`src/rtl/pratica2_pkg.sv`:
```
// pratica2 shared definitions: word/IR widths, opcodes, sequencer states.
// Also provides a helper that extracts the opcode field of an instruction word.
package pratica2_pkg;

  localparam int WORD_W = 16;
  localparam int IR_W   = 9;

  localparam logic [2:0] OP_MVI  = 3'b001;
  localparam logic [2:0] OP_HALT = 3'b111;

  typedef enum logic [2:0] {
    S_IDLE,
    S_RD_INS,
    S_LAT_INS,
    S_RD_IMM,
    S_LAT_IMM,
    S_ISSUE,
    S_EXEC,
    S_HALT
  } seq_state_e;

  function automatic logic [2:0] opcode_of(
    input logic [WORD_W-1:0] w
  );
    return w[8:6];
  endfunction

endpackage

```
`src/rtl/pratica2_seq_wdog.sv`:
```
// Instruction watchdog: loaded with TIMEOUT, counts down while enabled.
// Ports: i_clock, i_resetn, i_load (reload), i_en (count), o_trip.
module pratica2_seq_wdog #(
  parameter int TIMEOUT = 16
) (
  input  logic i_clock,
  input  logic i_resetn,
  input  logic i_load,
  input  logic i_en,
  output logic o_trip
);

  localparam int CW = $clog2(TIMEOUT + 1);

  logic [CW-1:0] r_cnt;

  always_ff @(posedge i_clock or negedge i_resetn) begin
    if (!i_resetn) begin
      r_cnt <= '0;
    end else if (i_load) begin
      r_cnt <= CW'(TIMEOUT);
    end else if (i_en && r_cnt != '0) begin
      r_cnt <= r_cnt - CW'(1);
    end
  end

  // Trip on the enabled cycle whose decrement takes the count to 0,
  // i.e. the TIMEOUT-th enabled cycle after a load.
  assign o_trip = i_en && (r_cnt == CW'(1));

endmodule

```
`src/rtl/pratica2_seq.sv`:
```
// pratica2 instruction sequencer: fetch, mvi immediate prefetch, issue, wait.
// Ports: i_clock/i_resetn, i_start/i_stop, memory rd/addr/data, processor
// din/run/done, status pc/busy/halted/err/instr_cnt.
// Option: PRATICA2_SEQ_HALT_OP_EN stops on a fetched OP_HALT word.
module pratica2_seq
  import pratica2_pkg::*;
#(
  parameter int ADDR_W  = 8,
  parameter int TIMEOUT = 16
) (
  input  logic              i_clock,
  input  logic              i_resetn,
  input  logic              i_start,
  input  logic              i_stop,
  output logic              o_mem_rd,
  output logic [ADDR_W-1:0] o_mem_addr,
  input  logic [WORD_W-1:0] i_mem_data,
  output logic [WORD_W-1:0] o_din,
  output logic              o_run,
  input  logic              i_done,
  output logic [ADDR_W-1:0] o_pc,
  output logic              o_busy,
  output logic              o_halted,
  output logic              o_err,
  output logic [15:0]       o_instr_cnt
);

  seq_state_e        r_state;
  seq_state_e        w_nxt;
  logic [ADDR_W-1:0] r_pc;
  logic [ADDR_W-1:0] w_pc_nxt;
  logic [WORD_W-1:0] r_ins_q;
  logic [WORD_W-1:0] r_imm_q;
  logic [WORD_W-1:0] w_ins_nxt;
  logic              r_mem_rd;
  logic [ADDR_W-1:0] r_mem_addr;
  logic [WORD_W-1:0] r_din;
  logic              r_run;
  logic              r_busy;
  logic              r_halted;
  logic              r_err;
  logic [15:0]       r_instr_cnt;
  logic              w_trip;
  logic              w_is_mvi;
  logic [2:0]        w_lat_op;
  logic              w_retire;

  pratica2_seq_wdog #(
    .TIMEOUT (TIMEOUT)
  ) u_wdog (
    .i_clock  (i_clock),
    .i_resetn (i_resetn),
    .i_load   (r_state == S_ISSUE),
    .i_en     (r_state == S_EXEC),
    .o_trip   (w_trip)
  );

  assign w_is_mvi = opcode_of(r_ins_q) == OP_MVI;
  assign w_lat_op = opcode_of(i_mem_data);
  assign w_retire = (r_state == S_EXEC) && i_done;

  always_comb begin
    w_nxt = r_state;
    unique case (r_state)
      S_IDLE:
        if (i_start && !i_stop) w_nxt = S_RD_INS;
      S_RD_INS:
        w_nxt = S_LAT_INS;
      S_LAT_INS:
        if (w_lat_op == OP_MVI) w_nxt = S_RD_IMM;
`ifdef PRATICA2_SEQ_HALT_OP_EN
        else if (w_lat_op == OP_HALT) w_nxt = S_HALT;
`endif
        else w_nxt = S_ISSUE;
      S_RD_IMM:
        w_nxt = S_LAT_IMM;
      S_LAT_IMM:
        w_nxt = S_ISSUE;
      S_ISSUE:
        w_nxt = S_EXEC;
      S_EXEC:
        // done beats a simultaneous watchdog trip
        if (i_done) w_nxt = i_stop ? S_IDLE : S_RD_INS;
        else if (w_trip) w_nxt = S_HALT;
      S_HALT:
        w_nxt = S_HALT;
      default:
        w_nxt = S_IDLE;
    endcase
  end

  // PC advances past each word as it is latched; wraps modulo 2^ADDR_W.
  always_comb begin
    w_pc_nxt = r_pc;
    if (r_state == S_LAT_INS || r_state == S_LAT_IMM)
      w_pc_nxt = r_pc + ADDR_W'(1);
  end

  assign w_ins_nxt = (r_state == S_LAT_INS) ? i_mem_data : r_ins_q;

  always_ff @(posedge i_clock or negedge i_resetn) begin
    if (!i_resetn) begin
      r_state     <= S_IDLE;
      r_pc        <= '0;
      r_ins_q     <= '0;
      r_imm_q     <= '0;
      r_mem_rd    <= 1'b0;
      r_mem_addr  <= '0;
      r_din       <= '0;
      r_run       <= 1'b0;
      r_busy      <= 1'b0;
      r_halted    <= 1'b0;
      r_err       <= 1'b0;
      r_instr_cnt <= '0;
    end else begin
      r_state  <= w_nxt;
      r_pc     <= w_pc_nxt;
      r_ins_q  <= w_ins_nxt;
      if (r_state == S_LAT_IMM) r_imm_q <= i_mem_data;
      r_mem_rd <= (w_nxt == S_RD_INS) || (w_nxt == S_RD_IMM);
      if ((w_nxt == S_RD_INS) || (w_nxt == S_RD_IMM))
        r_mem_addr <= w_pc_nxt;
      if (w_nxt == S_ISSUE)
        r_din <= w_ins_nxt;
      else if (w_nxt == S_EXEC)
        r_din <= w_is_mvi ? r_imm_q : '0;
      else
        r_din <= '0;
      r_run    <= w_nxt == S_ISSUE;
      r_busy   <= (w_nxt != S_IDLE) && (w_nxt != S_HALT);
      r_halted <= w_nxt == S_HALT;
      if ((r_state == S_EXEC) && !i_done && w_trip) r_err <= 1'b1;
      if (w_retire) r_instr_cnt <= r_instr_cnt + 16'd1;
    end
  end

  assign o_mem_rd    = r_mem_rd;
  assign o_mem_addr  = r_mem_addr;
  assign o_din       = r_din;
  assign o_run       = r_run;
  assign o_pc        = r_pc;
  assign o_busy      = r_busy;
  assign o_halted    = r_halted;
  assign o_err       = r_err;
  assign o_instr_cnt = r_instr_cnt;

endmodule
```
`config.mk`:
```
export PLATFORM = sky130hd
export DESIGN_NAME = pratica2_seq
export DESIGN_NICKNAME = d
export VERILOG_FILES = /design/src/rtl/pratica2_pkg.sv /design/src/rtl/pratica2_seq_wdog.sv /design/src/rtl/pratica2_seq.sv
export SDC_FILE = /design/constraint.sdc
export NUM_CORES = 1
export LEC_CHECK = 0
export BUFFER_PORTS_ARGS = -buffer_cell sky130_fd_sc_hd__buf_2
export CORE_MARGIN = 2
export CORE_UTILIZATION = 45
export CTS_CLUSTER_SIZE = 28
export DETAILED_ROUTE_END_ITERATION = 6
export PLACE_DENSITY = 0.76
export SLEW_MARGIN = 40
export SYNTH_ARGS = -nofsm -noshare
export SYNTH_HDL_FRONTEND = slang
export SYNTH_SLANG_ARGS = --single-unit
```
`constraint.sdc`:
```
create_clock -name i_clock -period 2.28 [get_ports i_clock]
set_input_delay 0.228 -clock i_clock [delete_from_list [all_inputs] [get_ports i_clock]]
set_output_delay 0.228 -clock i_clock [all_outputs]
set_load 0.005 [all_outputs]
```
# Word level (Yosys, flattened, before mapping)
# Index checks and enable logic that the tools add are counted.
dict set report op_classes {
  reduce_logical 15
  mux 13
  n_eq_ne 16
  addsub 3
}
# cell n
set ops {}
lappend ops {{$mux 16} 4}
lappend ops {{$pmux 3 s8} 1}
lappend ops {{$eq 3x3->1 const B} 7}
lappend ops {{$add 16x1->16 const B} 1}
lappend ops {{$eq 3x1->1 const B} 4}
lappend ops {{$mux 3} 4}
lappend ops {{$mux 5} 2}
lappend ops {{$eq 3x2->1 const B} 3}
lappend ops {{$add 8x1->8 const B} 1}
lappend ops {{$mux 8} 1}
lappend ops {{$logic_and 1x1->1} 7}
lappend ops {{$eq 5x1->1 const B} 1}
lappend ops {{$reduce_bool 5->1} 1}
lappend ops {{$sub 5x1->5 const B} 1}
lappend ops {{$logic_not 3->1} 1}
lappend ops {{$ne 3x3->1 const B} 1}
lappend ops {{$reduce_bool 3->1} 1}
lappend ops {{$logic_not 1->1} 2}
lappend ops {{$logic_or 1x1->1} 2}
lappend ops {{$reduce_bool 2->1} 1}
lappend ops {{$mux 1} 1}
dict set report totals {
  word_cells 60
  input_bits 21
  output_inout_bits 53
  regBits 93
}

# Depth between registers and ports, before layout
# Gate-level depths: netlist (run 1).
dict set report logic_depth {
  word_depth 8
  ltp_mapped 7
  depth_no_buf 6
}

# Hierarchy
# From an unflattened synthesis (run 1), not the netlist that was laid out.
dict set report unflattened {
  cells_unflattened 314
  area_unflattened_um2 3947.5
}
# mod area_each_um2 cells_each instances
set by_module_without_submodules {}
lappend by_module_without_submodules {pratica2_seq 3661.0 286 1}
lappend by_module_without_submodules {pratica2_seq_wdog 286.5 28 1}

# Worst setup path before layout (run 1)
# OpenSTA, ideal clock, no wires.
dict set report synth_timing {
  kind {register to register}
  start {register u_wdog.r_cnt[3]}
  end {register r_mem_addr[0], in the netlist o_mem_addr[0]}
  arrival_ns 1.931
  path_stages_with_launch 5
  path_buffers 0
  slack_ns 0.224
  setup_time_ns 0.125
  required_time_ns 2.155
  path_cell_list {dfrtp_1 or3_1 or4_4 a31oi_4 mux2_4}
}
dict set report synth_via {
  elab_chain_cells 7
  elab_cells_between_ends 8
  cone_classes {3 x eq/ne; 3 x mux; 2 x reduce/logical}
}
# item line_no
set synth_rtl {}
lappend synth_rtl {{start, declared} pratica2_seq_wdog.sv:15} ;# logic [CW-1:0] r_cnt;
lappend synth_rtl {{start signal, assigned} pratica2_seq_wdog.sv:21} ;# r_cnt <= CW'(TIMEOUT);
lappend synth_rtl {{start signal, assigned} pratica2_seq_wdog.sv:23} ;# r_cnt <= r_cnt - CW'(1);
lappend synth_rtl {{$eq 5x1->1 *} pratica2_seq_wdog.sv:29} ;# assign o_trip = i_en && (r_cnt == CW'(1));
lappend synth_rtl {{$logic_and 1x1->1 *} pratica2_seq_wdog.sv:29}
lappend synth_rtl {{$mux 3 *} pratica2_seq.sv:84} ;# else if (w_trip) w_nxt = S_HALT;
lappend synth_rtl {{$mux 3 *} pratica2_seq.sv:83} ;# if (i_done) w_nxt = i_stop ? S_IDLE : S_RD_INS;
lappend synth_rtl {{$pmux 3 s8 *} pratica2_seq.sv:64} ;# unique case (r_state)
lappend synth_rtl {{$eq 3x1->1 or $eq 3x2->1 (tied branches)} pratica2_seq.sv:121} ;# if ((w_nxt == S_RD_INS) || (w_nxt == S_RD_IMM))
lappend synth_rtl {{$logic_or 1x1->1 *} pratica2_seq.sv:121}
lappend synth_rtl {{end signal, assigned} pratica2_seq.sv:122} ;# r_mem_addr <= w_pc_nxt;
lappend synth_rtl {{end, declared} pratica2_seq.sv:36} ;# logic [ADDR_W-1:0] r_mem_addr;
# Mark *: on every way between the ends. The rest lies on a longest branch, timed or not.
# A chain may end at the register's enable or synchronous reset.

# Worst setup path after layout (run 1)
dict set report layout_timing {
  start {register u_wdog.r_cnt[3]}
  end {register r_mem_addr[2], in the netlist o_mem_addr[2]}
}
# Same word-level chain as after synthesis.

==> impl_results.rst, run 1 <==
.. list-table::
   :header-rows: 1

   * - Metric
     - Value
   * - Max-cap viol count
     - 0
   * - Result of the run
     - finished clean
   * - Sequential share of the synthesized area
     - approximately three fifths
   * - Die Span X
     - between 90 and 100 µm
   * - Count of cells along the worst register-to-register path
     - 5
   * - Global-route wire length before repair
     - ~12000 µm
   * - Placed standard-cell area
     - 0.004464 mm²
   * - CTS root buf
     - sky130_fd_sc_hd__clkbuf_8
   * - Reported leakage power
     - 0.002291 µW
   * - Peak fanout along the critical path
     - 9
   * - PnR Total Power
     - roughly 6100 µW
   * - Slew headroom
     - 55.97%
   * - Type of the worst setup path
     - flip-flop to flip-flop
   * - Remaining routing DRC violations
     - 0
   * - Final worst path period need
     - ~2.1 ns
   * - Number of hold-slack violations in the final timing report
     - 0
   * - Crit path cell chain
     - or3_1 -> or4_4 -> a31oi_4 -> buf_12 -> mux2_4
   * - Std-Cell Core Area
     - just over 0.008 mm²
   * - Overflow left after global routing
     - 0
   * - Data required, critical path
     - roughly 2.5 ns
   * - Nets@finish
     - roughly 400
   * - Number of H-tree levels
     - 3
   * - Sw frac
     - between 30% and 40%
   * - Portion of the clock cycle consumed by the worst path in the final layout
     - 91.33%
   * - Number of flops mapped to enable cells by yosys
     - 0
   * - Post-Synthesis Mean Instance Area
     - ~13 µm²
   * - Number of warnings reported in the yosys synthesis log
     - 0
   * - Setup tns final
     - 0 ns
   * - Worst hold slack across all endpoints
     - between 0.1 and 0.15 ns
   * - Final Util
     - a little under three fifths
   * - Startpoint types
     - flip-flop
   * - Mapped Cells
     - 298
   * - Final Setup Violations
     - 0
   * - Dominant register cell in the synthesized netlist
     - sky130_fd_sc_hd__dfrtp_1
   * - Power share of the combinational group
     - between 30% and 40%
   * - Number of global-route vias before repair
     - about 2600
   * - Nets in the synthesized netlist
     - roughly 320
   * - Worst Hold Launch
     - i_mem_data[10]
   * - Number of diodes
     - 0
   * - Final Max Slew Viols
     - 0
   * - Multi-input gate area
     - 0.001440 mm²
   * - Via/cell ratio
     - about 5.2
   * - Total Die Area
     - 0.009387 mm²
   * - Source of the worst register-to-register timing path
     - u_wdog.r_cnt[3]$_DFFE_PN0P_
   * - FFs w/ async S/R, synth
     - 100.0%
   * - Longest individual stage delay on the worst path
     - approximately 0.46 ns
   * - Total half-perimeter wirelength after legalization and detailed placement
     - 5147 µm
   * - Slew at the pin closest to its max-slew limit
     - between 0.6 and 0.7 ns
   * - Final instance area
     - 0.004671 mm²
   * - Post-route ant nets
     - 0
   * - Endpoint of the worst register-to-register path
     - o_mem_addr[2]$_DFFE_PN0P_
   * - Worst-path clk slew
     - approximately 0.1 ns
   * - Library cell with the highest instance count after synthesis
     - sky130_fd_sc_hd__dfrtp_1
   * - Unique masters post-synth
     - 40
   * - Worst vdd rail ir drop
     - 697.3 µV
   * - Endpoint with the worst hold slack
     - r_imm_q[10]$_DFFE_PN0P_
   * - Mapped Area
     - a little under 0.004 mm²
   * - Number of search-and-repair iterations in the first detailed-routing pass
     - 4
   * - Standard-cell rows
     - 33
   * - Hold Path Class
     - input port to flip-flop
   * - Clock power share
     - around 18%
   * - Leading post-synthesis cells by cell area
     - sky130_fd_sc_hd__dfrtp_1 60%, sky130_fd_sc_hd__mux2_2 4.9%, sky130_fd_sc_hd__mux2i_1 4.6%
   * - Filler instances
     - 729
   * - Kind of cell with the highest combined delay on the critical path
     - simple AND/OR/NAND/NOR gates
   * - Clock tree buffer depth
     - 2
   * - GR Util All Layers
     - around 16%
   * - Final RePlAce weighted congestion
     - between 0.7 and 0.8
   * - Antenna violations before repair
     - 0
   * - Starting density of the core
     - a little under half
   * - Die Ht
     - between 90 and 100 µm
   * - Number of buffers created by CTS
     - 9
   * - Element type at the critical path end
     - flip-flop
   * - Commonest cells in the synthesized netlist
     - 93 x sky130_fd_sc_hd__dfrtp_1, 22 x sky130_fd_sc_hd__inv_1, 18 x sky130_fd_sc_hd__mux2i_1, 18 x sky130_fd_sc_hd__nand2_1, 17 x sky130_fd_sc_hd__mux2_2
   * - Mean routed wirelength per cell
     - roughly 15 µm
   * - Insertion delay of the later-clocked pin in the worst-skew pair
     - ~0.36 ns
   * - Buffer and inverter count on the worst path
     - 1
   * - # clock sinks
     - 93
   * - Area of all sequential standard cells
     - 0.002327 mm²
   * - Worst clock skew
     - roughly 0.017 ns
   * - Worst endpoint data arrival time
     - approximately 2.3 ns
   * - Setup repair after global routing missed its margin
     - false
   * - Register bit total from synthesis
     - 93
   * - 1st-iter DRT viols
     - 74
   * - Maximum frequency from static timing analysis
     - 480.2 MHz
   * - Fraction of post-synthesis cell area in the top cell type by area
     - 59.94%
   * - Hold Path Stages
     - 2
   * - Worst path slowest cell
     - sky130_fd_sc_hd__or4_4
   * - Final routed wirelength across all metal layers
     - about 7300 µm
   * - Internal power component
     - roughly 4000 µW
   * - Post-cts repair resize count
     - 0
   * - Ratio of total power to cell area
     - roughly 1300 mW/mm²
   * - Share of final-layout standard cells stronger than drive strength 1
     - 33.76%
   * - Post-synthesis cell type with the largest combined area
     - sky130_fd_sc_hd__dfrtp_1
   * - Area delta synth->final
     - 20.30%
   * - Buffers on Ports
     - 73
   * - Register share of total power
     - between 40% and 50%
   * - Switching component of the power
     - roughly 2100 µW
   * - I/O pins
     - between 70 and 80
   * - Pin count of the biggest net entering global routing
     - 53
   * - CTS tree
     - done
   * - Overall via count from detail_route
     - approximately 2600
   * - Worst reg-to-reg setup slack
     - about 0.20 ns
## power groups by stage
stage	registers [µW]	clock network [µW]	logic, µW
6_report	2730	1100	2230
5_1_grt	2820	1220	2490
4_1_cts	2730	1140	2280
3_5_place_dp	2760	0	2270
3_3_place_gp	2740	0	2200
2_1_floorplan	2690	0	1470
## flip-flops by register name (all words and copies together) (netlist names)
name and count:
o_din 16, o_pc 8, o_err 1, u_wdog.r_cnt 5, r_state 3, o_halted 1
o_mem_rd 1, r_imm_q 16, o_mem_addr 8, o_busy 1, r_ins_q 16, o_run 1
o_instr_cnt 16
## layer usage
| metal | share of wire, % | track usage (%) | up-vias | routed length [µm] |
|---|---|---|---|---|
| li1 | - | - | 1216 | - |
| met1 | 44 | 20.73 | 1263 | 3223 |
| met2 | 48 | 25.69 | 68 | 3519 |
| met3 | 5.7 | 6.214 | 10 | 416 |
| met4 | 1.5 | 5.417 | 0 | 110 |
| met5 | 0 | 0 | - | 0 |
## final cells by class
| cell class | instances | share of cell area [%] |
|---|---|---|
| clock buffer | 10 | 2.732 |
| clock inverter | 6 | 1.473 |
| inverter | 22 | 1.768 |
| multi-input combinational | 174 | 30.83 |
| sequential | 93 | 49.83 |
| tap | 105 | 2.813 |
| timing repair buffer | 86 | 10.55 |
## cells in the final DEF (no fill, tap or decap), types with 2 or more instances in the layout
| cell | count |
|---|---|
| sky130_fd_sc_hd__nor3b_1 | 2 |
| sky130_fd_sc_hd__inv_1 | 22 |
| sky130_fd_sc_hd__o2bb2ai_1 | 16 |
| sky130_fd_sc_hd__clkbuf_8 | 9 |
| sky130_fd_sc_hd__mux2_2 | 17 |
| sky130_fd_sc_hd__nand2_1 | 18 |
| sky130_fd_sc_hd__mux2_4 | 8 |
| sky130_fd_sc_hd__a21oi_1 | 4 |
| sky130_fd_sc_hd__and3_1 | 3 |
| sky130_fd_sc_hd__nor2b_1 | 2 |
| sky130_fd_sc_hd__buf_2 | 72 |
| sky130_fd_sc_hd__inv_6 | 2 |
| sky130_fd_sc_hd__o41ai_1 | 2 |
| sky130_fd_sc_hd__buf_12 | 2 |
| sky130_fd_sc_hd__nand4b_1 | 3 |
| sky130_fd_sc_hd__xnor2_1 | 16 |
| sky130_fd_sc_hd__a211oi_1 | 3 |
| sky130_fd_sc_hd__nand2b_1 | 3 |
| sky130_fd_sc_hd__dfrtp_1 | 93 |
| sky130_fd_sc_hd__nor3_1 | 7 |
| sky130_fd_sc_hd__buf_4 | 11 |
| sky130_fd_sc_hd__or3_1 | 2 |
| sky130_fd_sc_hd__nand4_1 | 7 |
| sky130_fd_sc_hd__mux2i_1 | 18 |
| sky130_fd_sc_hd__nand3_1 | 6 |
| sky130_fd_sc_hd__nor2_1 | 8 |
| sky130_fd_sc_hd__ha_1 | 5 |
| sky130_fd_sc_hd__xor2_1 | 9 |
## how the worst max path moves through the flow
stage	from	endpoint	slack, ns	depth (start not counted)
final	u_wdog.r_cnt[3]$_DFFE_PN0P_	o_mem_addr[2]$_DFFE_PN0P_	0.20	5
after detailed placement	u_wdog.r_cnt[3]$_DFFE_PN0P_	o_mem_addr[0]$_DFFE_PN0P_	0.22	5
after floorplan	u_wdog.r_cnt[3]$_DFFE_PN0P_	o_mem_addr[0]$_DFFE_PN0P_	0.22	4
after global placement	u_wdog.r_cnt[3]$_DFFE_PN0P_	o_mem_addr[7]$_DFFE_PN0P_	0.25	5
after CTS	u_wdog.r_cnt[3]$_DFFE_PN0P_	o_mem_addr[5]$_DFFE_PN0P_	0.20	5
after global routing	r_state[2]$_DFF_PN0_	o_mem_addr[4]$_DFFE_PN0P_	0.11	5
## worst reg2reg max path: cells and delay by family, from the launching register on
family                 cells  cell delay [ns]
and+or+nand+nor            2             0.87
DFF                        1             0.43
muxes                      1             0.30
AOI/OAI and AO/OA          1             0.22
buffers and inverters      1             0.16
## stage by stage
stage               instances  setup slack (ns)
finish                    496            0.1976
global route              496            0.1051
CTS                       496            0.1953
detailed placement        479            0.2182
global placement          479            0.2494
floorplan                 298            0.2238
## what timing repair did
action                    4_1_cts  5_1_grt
hold buffers                    1        0
setup buffers                   0        0
hold endpoints to repair       50        0
## cells by family (layout without fill, tap and decap cells)
group | Yosys count | count (layout) | synth area share [%]
AO/OA/AOI/OAI | 29 | 29 | 6.284
XOR/XNOR | 25 | 25 | 5.640
adder cells (fa/ha/maj) | 5 | 5 | 1.611
buffers and inverters | 31 | 124 | 3.190
flip-flops | 93 | 93 | 59.94
multiplexers | 43 | 43 | 12.67
AND/OR/NAND/NOR | 72 | 72 | 10.67
Power figures use the tool's default switching activity.
==> inputs of run 2 (changes only) <==
Clock period 2.28 ns to 2.3 ns, I/O delays scaled along.
==> run 2 against run 1 <==
Effect of this change:
- final cell count did not move
- maximum frequency down 1.7%
- routed wire length increased by 0.50%
- hold slack improved by 0.0021 ns
- register-to-register slack got worse by 0.02 ns
- via count increased by 0.20%
- clock power is 9% lower
==> impl_results.rst, run 2 (synthesis gave the netlist of run 1 again) <==
.. list-table::
   :header-rows: 1

   * - Metric
     - Value
   * - Number of cells in the finished layout apart from fillers
     - 496 (unchanged)
   * - Leading cell type in the layout, fill and taps excluded
     - sky130_fd_sc_hd__dfrtp_1 (unchanged)
   * - Insertion delay of the later-clocked pin in the worst-skew pair
     - 0.36 ns (about the same)
   * - Clock power share
     - 16.9% (was 18.2%)
   * - Hold Path Stages
     - 3 (was 2)
   * - Area delta synth->final
     - 19.92% (was 20.30%)
   * - Reported leakage power
     - 0.002288 µW (was 0.002291 µW)
   * - Post-route ant nets
     - 0 (unchanged)
   * - Post-cts repair resize count
     - 0 (unchanged)
   * - Via/cell ratio
     - 5.165 (was 5.155)
   * - Final routed wirelength across all metal layers
     - 7305 µm (was 7269 µm)
   * - I/O pins
     - 74 (unchanged)
   * - Multi-input gate area
     - 0.001440 mm² (unchanged)
   * - Startpoint types
     - flip-flop (unchanged)
   * - Worst clock skew
     - 0.009689 ns (was 0.01661 ns)
   * - Pin count of the biggest net entering global routing
     - 53 (unchanged)
   * - Number of hold buffers added after cts
     - 1 (unchanged)
   * - Endpoint with the worst hold slack
     - r_ins_q[2]$_DFF_PN0_ (was r_imm_q[10]$_DFFE_PN0P_)
   * - Final Setup Violations
     - 0 (unchanged)
   * - Nets@finish
     - 412 (unchanged)
   * - CTS root buf
     - sky130_fd_sc_hd__clkbuf_8 (unchanged)
   * - Antenna violations before repair
     - 0 (unchanged)
   * - Worst-path clk slew
     - 0.09 ns (was 0.10 ns)
   * - Worst path slowest cell
     - sky130_fd_sc_hd__dfrtp_1 (was sky130_fd_sc_hd__or4_4)
   * - Number of buffers created by CTS
     - 9 (unchanged)
   * - Slew at the pin closest to its max-slew limit
     - 0.6633 ns (was 0.6604 ns)
   * - Number of hold-slack violations in the final timing report
     - 0 (unchanged)
   * - Std-Cell Core Area
     - 0.008299 mm² (unchanged)
   * - Final RePlAce weighted congestion
     - 0.7483 (was 0.7596)
   * - # clock sinks
     - 93 (unchanged)
   * - Mean routed wirelength per cell
     - 14.73 µm (was 14.66 µm)
   * - Number of global-route vias before repair
     - 2648 (was 2592)
   * - Endpoint of the worst register-to-register path
     - o_mem_addr[6]$_DFFE_PN0P_ (was o_mem_addr[2]$_DFFE_PN0P_)
   * - Worst endpoint data arrival time
     - 2.36 ns (was 2.32 ns)
   * - Internal power component
     - 3825 µW (was 3960 µW)
   * - Crit path cell chain
     - nand2_1 -> or4_4 -> a31oi_4 -> buf_12 -> mux2_4 (was or3_1 -> or4_4 -> a31oi_4 -> buf_12 -> mux2_4)
   * - Sw frac
     - 35.53% (was 34.66%)
   * - Worst Hold Launch
     - i_mem_data[2] (was i_mem_data[10])
   * - Final Util
     - 56.10% (was 56.28%)
   * - Share of final-layout standard cells stronger than drive strength 1
     - 34.02% (was 33.76%)
   * - CTS tree
     - done (unchanged)
   * - Buffers on Ports
     - 73 (unchanged)
   * - Number of H-tree levels
     - 3 (unchanged)
   * - Die Span X
     - 96.89 µm (unchanged)
   * - Slew headroom
     - 55.78% (was 55.97%)
   * - Die Ht
     - 96.89 µm (unchanged)
   * - Area of all sequential standard cells
     - 0.002327 mm² (unchanged)
   * - Count of cells along the worst register-to-register path
     - 5 (unchanged)
   * - Hold Path Class
     - input port to flip-flop (unchanged)
   * - Type of the worst setup path
     - flip-flop to flip-flop (unchanged)
   * - Clock tree buffer depth
     - 2 (unchanged)
   * - Total Die Area
     - 0.009387 mm² (unchanged)
   * - Remaining routing DRC violations
     - 0 (unchanged)
   * - Worst reg-to-reg setup slack
     - 0.18 ns (was 0.20 ns)
   * - Result of the run
     - finished clean (unchanged)
   * - Setup repair after global routing missed its margin
     - false (unchanged)
   * - Global-route wire length before repair
     - 12760 µm (was 12390 µm)
   * - Switching component of the power
     - 2108 µW (was 2101 µW)
   * - Register share of total power
     - 45.6% (was 45.0%)
   * - Starting density of the core
     - 46.78% (unchanged)
   * - Overflow left after global routing
     - 0 (unchanged)
   * - Setup tns final
     - 0 ns (unchanged)
   * - Post CTS Setup Buffer Count
     - 0 (unchanged)
   * - Worst hold slack across all endpoints
     - 0.1101 ns (was 0.1080 ns)
   * - Portion of the clock cycle consumed by the worst path in the final layout
     - 92.06% (was 91.33%)
   * - Top library cells by usage in the layout, fill and taps aside
     - 93 x sky130_fd_sc_hd__dfrtp_1, 72 x sky130_fd_sc_hd__buf_2, 22 x sky130_fd_sc_hd__inv_1 (unchanged)
   * - Peak fanout along the critical path
     - 16 (was 9)
   * - Total half-perimeter wirelength after legalization and detailed placement
     - 5208 µm (was 5147 µm)
   * - Worst vdd rail ir drop
     - 719.4 µV (was 697.3 µV)
   * - Max-cap viol count
     - 0 (unchanged)
   * - Number of placed instances, taps included
     - 479 (unchanged)
   * - Overall via count from detail_route
     - 2562 (was 2557)
   * - Ratio of total power to cell area
     - 1274 mW/mm² (was 1297 mW/mm²)
   * - Source of the worst register-to-register timing path
     - r_state[2]$_DFF_PN0_ (was u_wdog.r_cnt[3]$_DFFE_PN0P_)
   * - Number of search-and-repair iterations in the first detailed-routing pass
     - 4 (unchanged)
   * - Standard-cell rows
     - 33 (unchanged)
   * - Longest individual stage delay on the worst path
     - 0.64 ns (was 0.46 ns)
   * - 1st-iter DRT viols
     - 80 (was 74)
   * - Maximum frequency from static timing analysis
     - 472.3 MHz (was 480.2 MHz)
   * - Final Max Slew Viols
     - 0 (unchanged)
   * - Power share of the combinational group
     - 37.4% (was 36.9%)
   * - Element type at the critical path end
     - flip-flop (unchanged)
   * - Data required, critical path
     - 2.54 ns (was 2.52 ns)
   * - Final worst path period need
     - 2.117 ns (was 2.082 ns)
   * - Number of diodes
     - 0 (unchanged)
   * - Filler instances
     - 722 (was 729)
   * - GR Util All Layers
     - 16.76% (was 16.29%)
run 2: changes by cell type in the layout (fill, tap and decap cells not counted), sizes merged:
cell | before | now
bufinv | 1 | 0
clkbuf | 10 | 9
inv | 24 | 26
run 2: metrics by stage:
step                area, µm²  power [µW]  setup slack [ns]
floorplan                3882        4122            0.2438
global placement         4464        4892            0.2695
detailed placement       4464        4988            0.2249
CTS                      4656        6028            0.1893
global route             4656        6402           0.09524
finish                   4656        5933            0.1825
run 2: cell type report:
cell class / count / share of cell area [%]
Timing Repair Buffer: 86 / 10.59
Tap cell: 105 / 2.822
Clock inverter: 7 / 1.236
Multi-Input combinational cell: 174 / 30.93
Sequential cell: 93 / 49.99
Inverter: 22 / 1.774
Clock buffer: 9 / 2.661
run 2: worst max-delay path: cells and delay by family, from the launching register on:
kind | cells | cell delay (ns)
buffers and inverters | 1 | 0.16
flip-flops | 1 | 0.64
AND/OR/NAND/NOR | 2 | 0.67
AO/OA/AOI/OAI | 1 | 0.23
multiplexers | 1 | 0.30
run 2: worst max-delay path by stage:
| stage | cells after the start | slack (ns) | start | to |
|---|---|---|---|---|
| floorplan | 4 | 0.24 | u_wdog.r_cnt[3]$_DFFE_PN0P_ | o_mem_addr[0]$_DFFE_PN0P_ |
| global placement | 5 | 0.27 | u_wdog.r_cnt[3]$_DFFE_PN0P_ | o_mem_addr[7]$_DFFE_PN0P_ |
| detailed placement | 5 | 0.22 | u_wdog.r_cnt[3]$_DFFE_PN0P_ | o_mem_addr[7]$_DFFE_PN0P_ |
| CTS | 5 | 0.19 | r_state[2]$_DFF_PN0_ | o_mem_addr[6]$_DFFE_PN0P_ |
| global route | 5 | 0.1 | r_state[2]$_DFF_PN0_ | o_mem_addr[0]$_DFFE_PN0P_ |
| finish | 5 | 0.18 | r_state[2]$_DFF_PN0_ | o_mem_addr[6]$_DFFE_PN0P_ |
run 2: power by group through the flow:
stage / Sequential, µW / Combinational (µW) / Clock [µW]
finish: 2710 / 2220 / 1000
global route: 2800 / 2470 / 1130
detailed placement: 2740 / 2250 / 0
floorplan: 2660 / 1460 / 0
CTS: 2710 / 2260 / 1050
global placement: 2720 / 2180 / 0
run 2: routing by layer:
metal	global-route usage, %	up-vias	share of wire [%]
li1	-	1212	-
met1	20.75	1284	44
met2	28.21	56	50
met3	4.986	10	4.7
met4	5.525	0	1.2
met5	0	-	0
==> inputs of run 3 (changes only) <==
Settings changed: ABC_CLOCK_PERIOD_IN_PS set to 2300, CTS_CLUSTER_SIZE 28 to not set, PLACE_DENSITY 0.76 to 0.69.
==> run 3 against run 2 <==
Effect of this change:
- sequential power is essentially flat
- final cell count unchanged
- power rose by 0.39%
- hold slack worse by 0.0011 ns
- maximum frequency rose by 1.9%
- die area unchanged
- via count down 0.31%
- sequential cell count unchanged
- final area stayed put
- largest power group unchanged
==> impl_results.rst, run 3 (synthesis gave the netlist of run 1 again) <==
.. list-table::
   :header-rows: 1

   * - Metric
     - Value
   * - Peak fanout along the critical path
     - 9 (was 16)
   * - Pin count of the biggest net entering global routing
     - 52 (was 53)
   * - Slew at the pin closest to its max-slew limit
     - 0.5999 ns (was 0.6633 ns)
   * - Final RePlAce weighted congestion
     - 0.7645 (was 0.7483)
   * - Worst clock skew
     - 0.01065 ns (was 0.009689 ns)
   * - Mean routed wirelength per cell
     - 14.71 µm (was 14.73 µm)
   * - 1st-iter DRT viols
     - 80 (unchanged)
   * - Overall via count from detail_route
     - 2554 (was 2562)
   * - Antenna violations before repair
     - 0 (unchanged)
   * - Share of final-layout standard cells stronger than drive strength 1
     - 34.02% (unchanged)
   * - PnR Total Power
     - 5956 µW (was 5933 µW)
   * - Total half-perimeter wirelength after legalization and detailed placement
     - 5090 µm (was 5208 µm)
   * - Clock tree buffer depth
     - 2 (unchanged)
   * - Register share of total power
     - 45.3% (was 45.6%)
   * - Worst-path clk slew
     - 0.10 ns (was 0.09 ns)
   * - Leading cell type in the layout, fill and taps excluded
     - sky130_fd_sc_hd__dfrtp_1 (unchanged)
   * - Overflow left after global routing
     - 0 (unchanged)
   * - Number of buffers created by CTS
     - 9 (unchanged)
   * - Global-route wire length before repair
     - 12650 µm (was 12760 µm)
   * - Die Span X
     - 96.89 µm (unchanged)
   * - Hold Path Class
     - input port to flip-flop (unchanged)
   * - Worst vdd rail ir drop
     - 666.3 µV (was 719.4 µV)
   * - Reported leakage power
     - 0.002282 µW (was 0.002288 µW)
   * - Worst endpoint data arrival time
     - 2.32 ns (was 2.36 ns)
   * - Number of global-route vias before repair
     - 2578 (was 2648)
   * - Via/cell ratio
     - 5.149 (was 5.165)
   * - Slew headroom
     - 60.00% (was 55.78%)
   * - GR Util All Layers
     - 16.66% (was 16.76%)
   * - Setup repair after global routing missed its margin
     - false (unchanged)
   * - Internal power component
     - 3829 µW (was 3825 µW)
   * - Number of H-tree levels
     - 3 (unchanged)
   * - Crit path cell chain
     - or3_1 -> or4_4 -> a31oi_4 -> buf_12 -> mux2_4 (was nand2_1 -> or4_4 -> a31oi_4 -> buf_12 -> mux2_4)
   * - Final Max Slew Viols
     - 0 (unchanged)
   * - CTS root buf
     - sky130_fd_sc_hd__clkbuf_8 (unchanged)
   * - Remaining routing DRC violations
     - 0 (unchanged)
   * - Total Die Area
     - 0.009387 mm² (unchanged)
   * - Element type at the critical path end
     - flip-flop (unchanged)
   * - Number of placed instances, taps included
     - 479 (unchanged)
   * - Worst path slowest cell
     - sky130_fd_sc_hd__or4_4 (was sky130_fd_sc_hd__dfrtp_1)
   * - Post-route ant nets
     - 0 (unchanged)
   * - Area delta synth->final
     - 19.92% (unchanged)
   * - Power share of the combinational group
     - 37.4% (about the same)
   * - Starting density of the core
     - 46.78% (unchanged)
   * - Die Ht
     - 96.89 µm (unchanged)
   * - Number of hold-slack violations in the final timing report
     - 0 (unchanged)
   * - Max-cap viol count
     - 0 (unchanged)
   * - Clock power share
     - 17.3% (was 16.9%)
   * - Ratio of total power to cell area
     - 1279 mW/mm² (was 1274 mW/mm²)
   * - Final worst path period need
     - 2.078 ns (was 2.117 ns)
   * - Number of search-and-repair iterations in the first detailed-routing pass
     - 6 (was 4)
   * - Switching component of the power
     - 2128 µW (was 2108 µW)
   * - Startpoint types
     - flip-flop (unchanged)
   * - Final Setup Violations
     - 0 (unchanged)
   * - Setup tns final
     - 0 ns (unchanged)
   * - Type of the worst setup path
     - flip-flop to flip-flop (unchanged)
   * - Insertion delay of the later-clocked pin in the worst-skew pair
     - 0.36 ns (about the same)
   * - Longest individual stage delay on the worst path
     - 0.45 ns (was 0.64 ns)
   * - Sw frac
     - 35.72% (was 35.53%)
   * - Standard-cell rows
     - 33 (unchanged)
   * - # clock sinks
     - 93 (unchanged)
   * - Buffers on Ports
     - 73 (unchanged)
   * - Number of diodes
     - 0 (unchanged)
   * - Top library cells by usage in the layout, fill and taps aside
     - 93 x sky130_fd_sc_hd__dfrtp_1, 72 x sky130_fd_sc_hd__buf_2, 22 x sky130_fd_sc_hd__inv_1 (unchanged)
   * - Std-Cell Core Area
     - 0.008299 mm² (unchanged)
   * - Result of the run
     - finished clean (unchanged)
   * - Number of cells in the finished layout apart from fillers
     - 496 (unchanged)
   * - I/O pins
     - 74 (unchanged)
   * - Portion of the clock cycle consumed by the worst path in the final layout
     - 90.36% (was 92.06%)
   * - Data required, critical path
     - 2.55 ns (was 2.54 ns)
   * - Post-cts repair resize count
     - 0 (unchanged)
   * - Nets@finish
     - 412 (unchanged)
   * - Final routed wirelength across all metal layers
     - 7295 µm (was 7305 µm)
   * - CTS tree
     - done (unchanged)
   * - Maximum frequency from static timing analysis
     - 481.1 MHz (was 472.3 MHz)
   * - Post CTS Setup Buffer Count
     - 0 (unchanged)
run 3: layout make-up:
| type | instances | area (µm²) |
|---|---|---|
| Clock buffer | 9 | 123.9 |
| Fill cell | 728 | 3643 |
| Inverter | 22 | 82.58 |
| Timing Repair Buffer | 86 | 493.0 |
| Sequential cell | 93 | 2327 |
| Clock inverter | 7 | 57.56 |
| Tap cell | 105 | 131.4 |
| Multi-Input combinational cell | 174 | 1440 |
run 3: stage by stage:
stage	util, %	area, µm²	hold WS (ns)	worst slack, ns
5_1_grt	56.10	4656	0.09144	0.07092
3_3_place_gp	53.79	4464	0.2582	0.2205
4_1_cts	56.10	4656	0.08658	0.1868
3_5_place_dp	53.79	4464	0.2616	0.2140
2_1_floorplan	-	3882	-0.06559	0.2438
6_report	56.10	4656	0.1089	0.2216
run 3: path summary, 6_finish.rpt:
kind,from,endpoint,slack (ns),cells past startpoint
max,u_wdog.r_cnt[3]$_DFFE_PN0P_,o_mem_addr[3]$_DFFE_PN0P_,0.22,5
min,i_mem_data[1],r_ins_q[1]$_DFF_PN0_,0.11,3
max reg2reg,u_wdog.r_cnt[3]$_DFFE_PN0P_,o_mem_addr[3]$_DFFE_PN0P_,0.22,5
min reg2reg,o_instr_cnt[15]$_DFFE_PN0P_,o_instr_cnt[15]$_DFFE_PN0P_,0.47,1
max in group asynchronous,i_resetn,r_state[1]$_DFF_PN0_,1.24,3
min in group asynchronous,i_resetn,o_pc[4]$_DFF_PN0_,0.39,2
run 3: repair_timing:
action | in CTS | in global routing
hold buffers | 1 | 0
endpoints found under the setup margin | 0 | 0
endpoints found under the hold margin | 42 | 0
run 3: power groups by stage:
stage | Combinational [µW] | Clock [µW] | Sequential, µW
after CTS | 2270 | 1070 | 2710
after detailed placement | 2260 | 0 | 2740
final | 2230 | 1030 | 2700
after global placement | 2200 | 0 | 2710
after floorplan | 1460 | 0 | 2660
after global routing | 2490 | 1120 | 2800
run 3: critical path, delay by kind of cell (launching register included):
kind / cells / cell delay (ns)
multiplexers: 1 / 0.30
flip-flops: 1 / 0.44
buffers and inverters: 1 / 0.16
AND/OR/NAND/NOR: 2 / 0.85
AO/OA/AOI/OAI: 1 / 0.22
run 3: layer usage:
layer  share of wire [%]  up-vias  track usage [%]
met1                  47     1255            22.19
li1                    -     1220                -
met4                 1.0        0            5.525
met5                   0        -                0
met3                 6.2        6            5.564
met2                  46       73            25.80
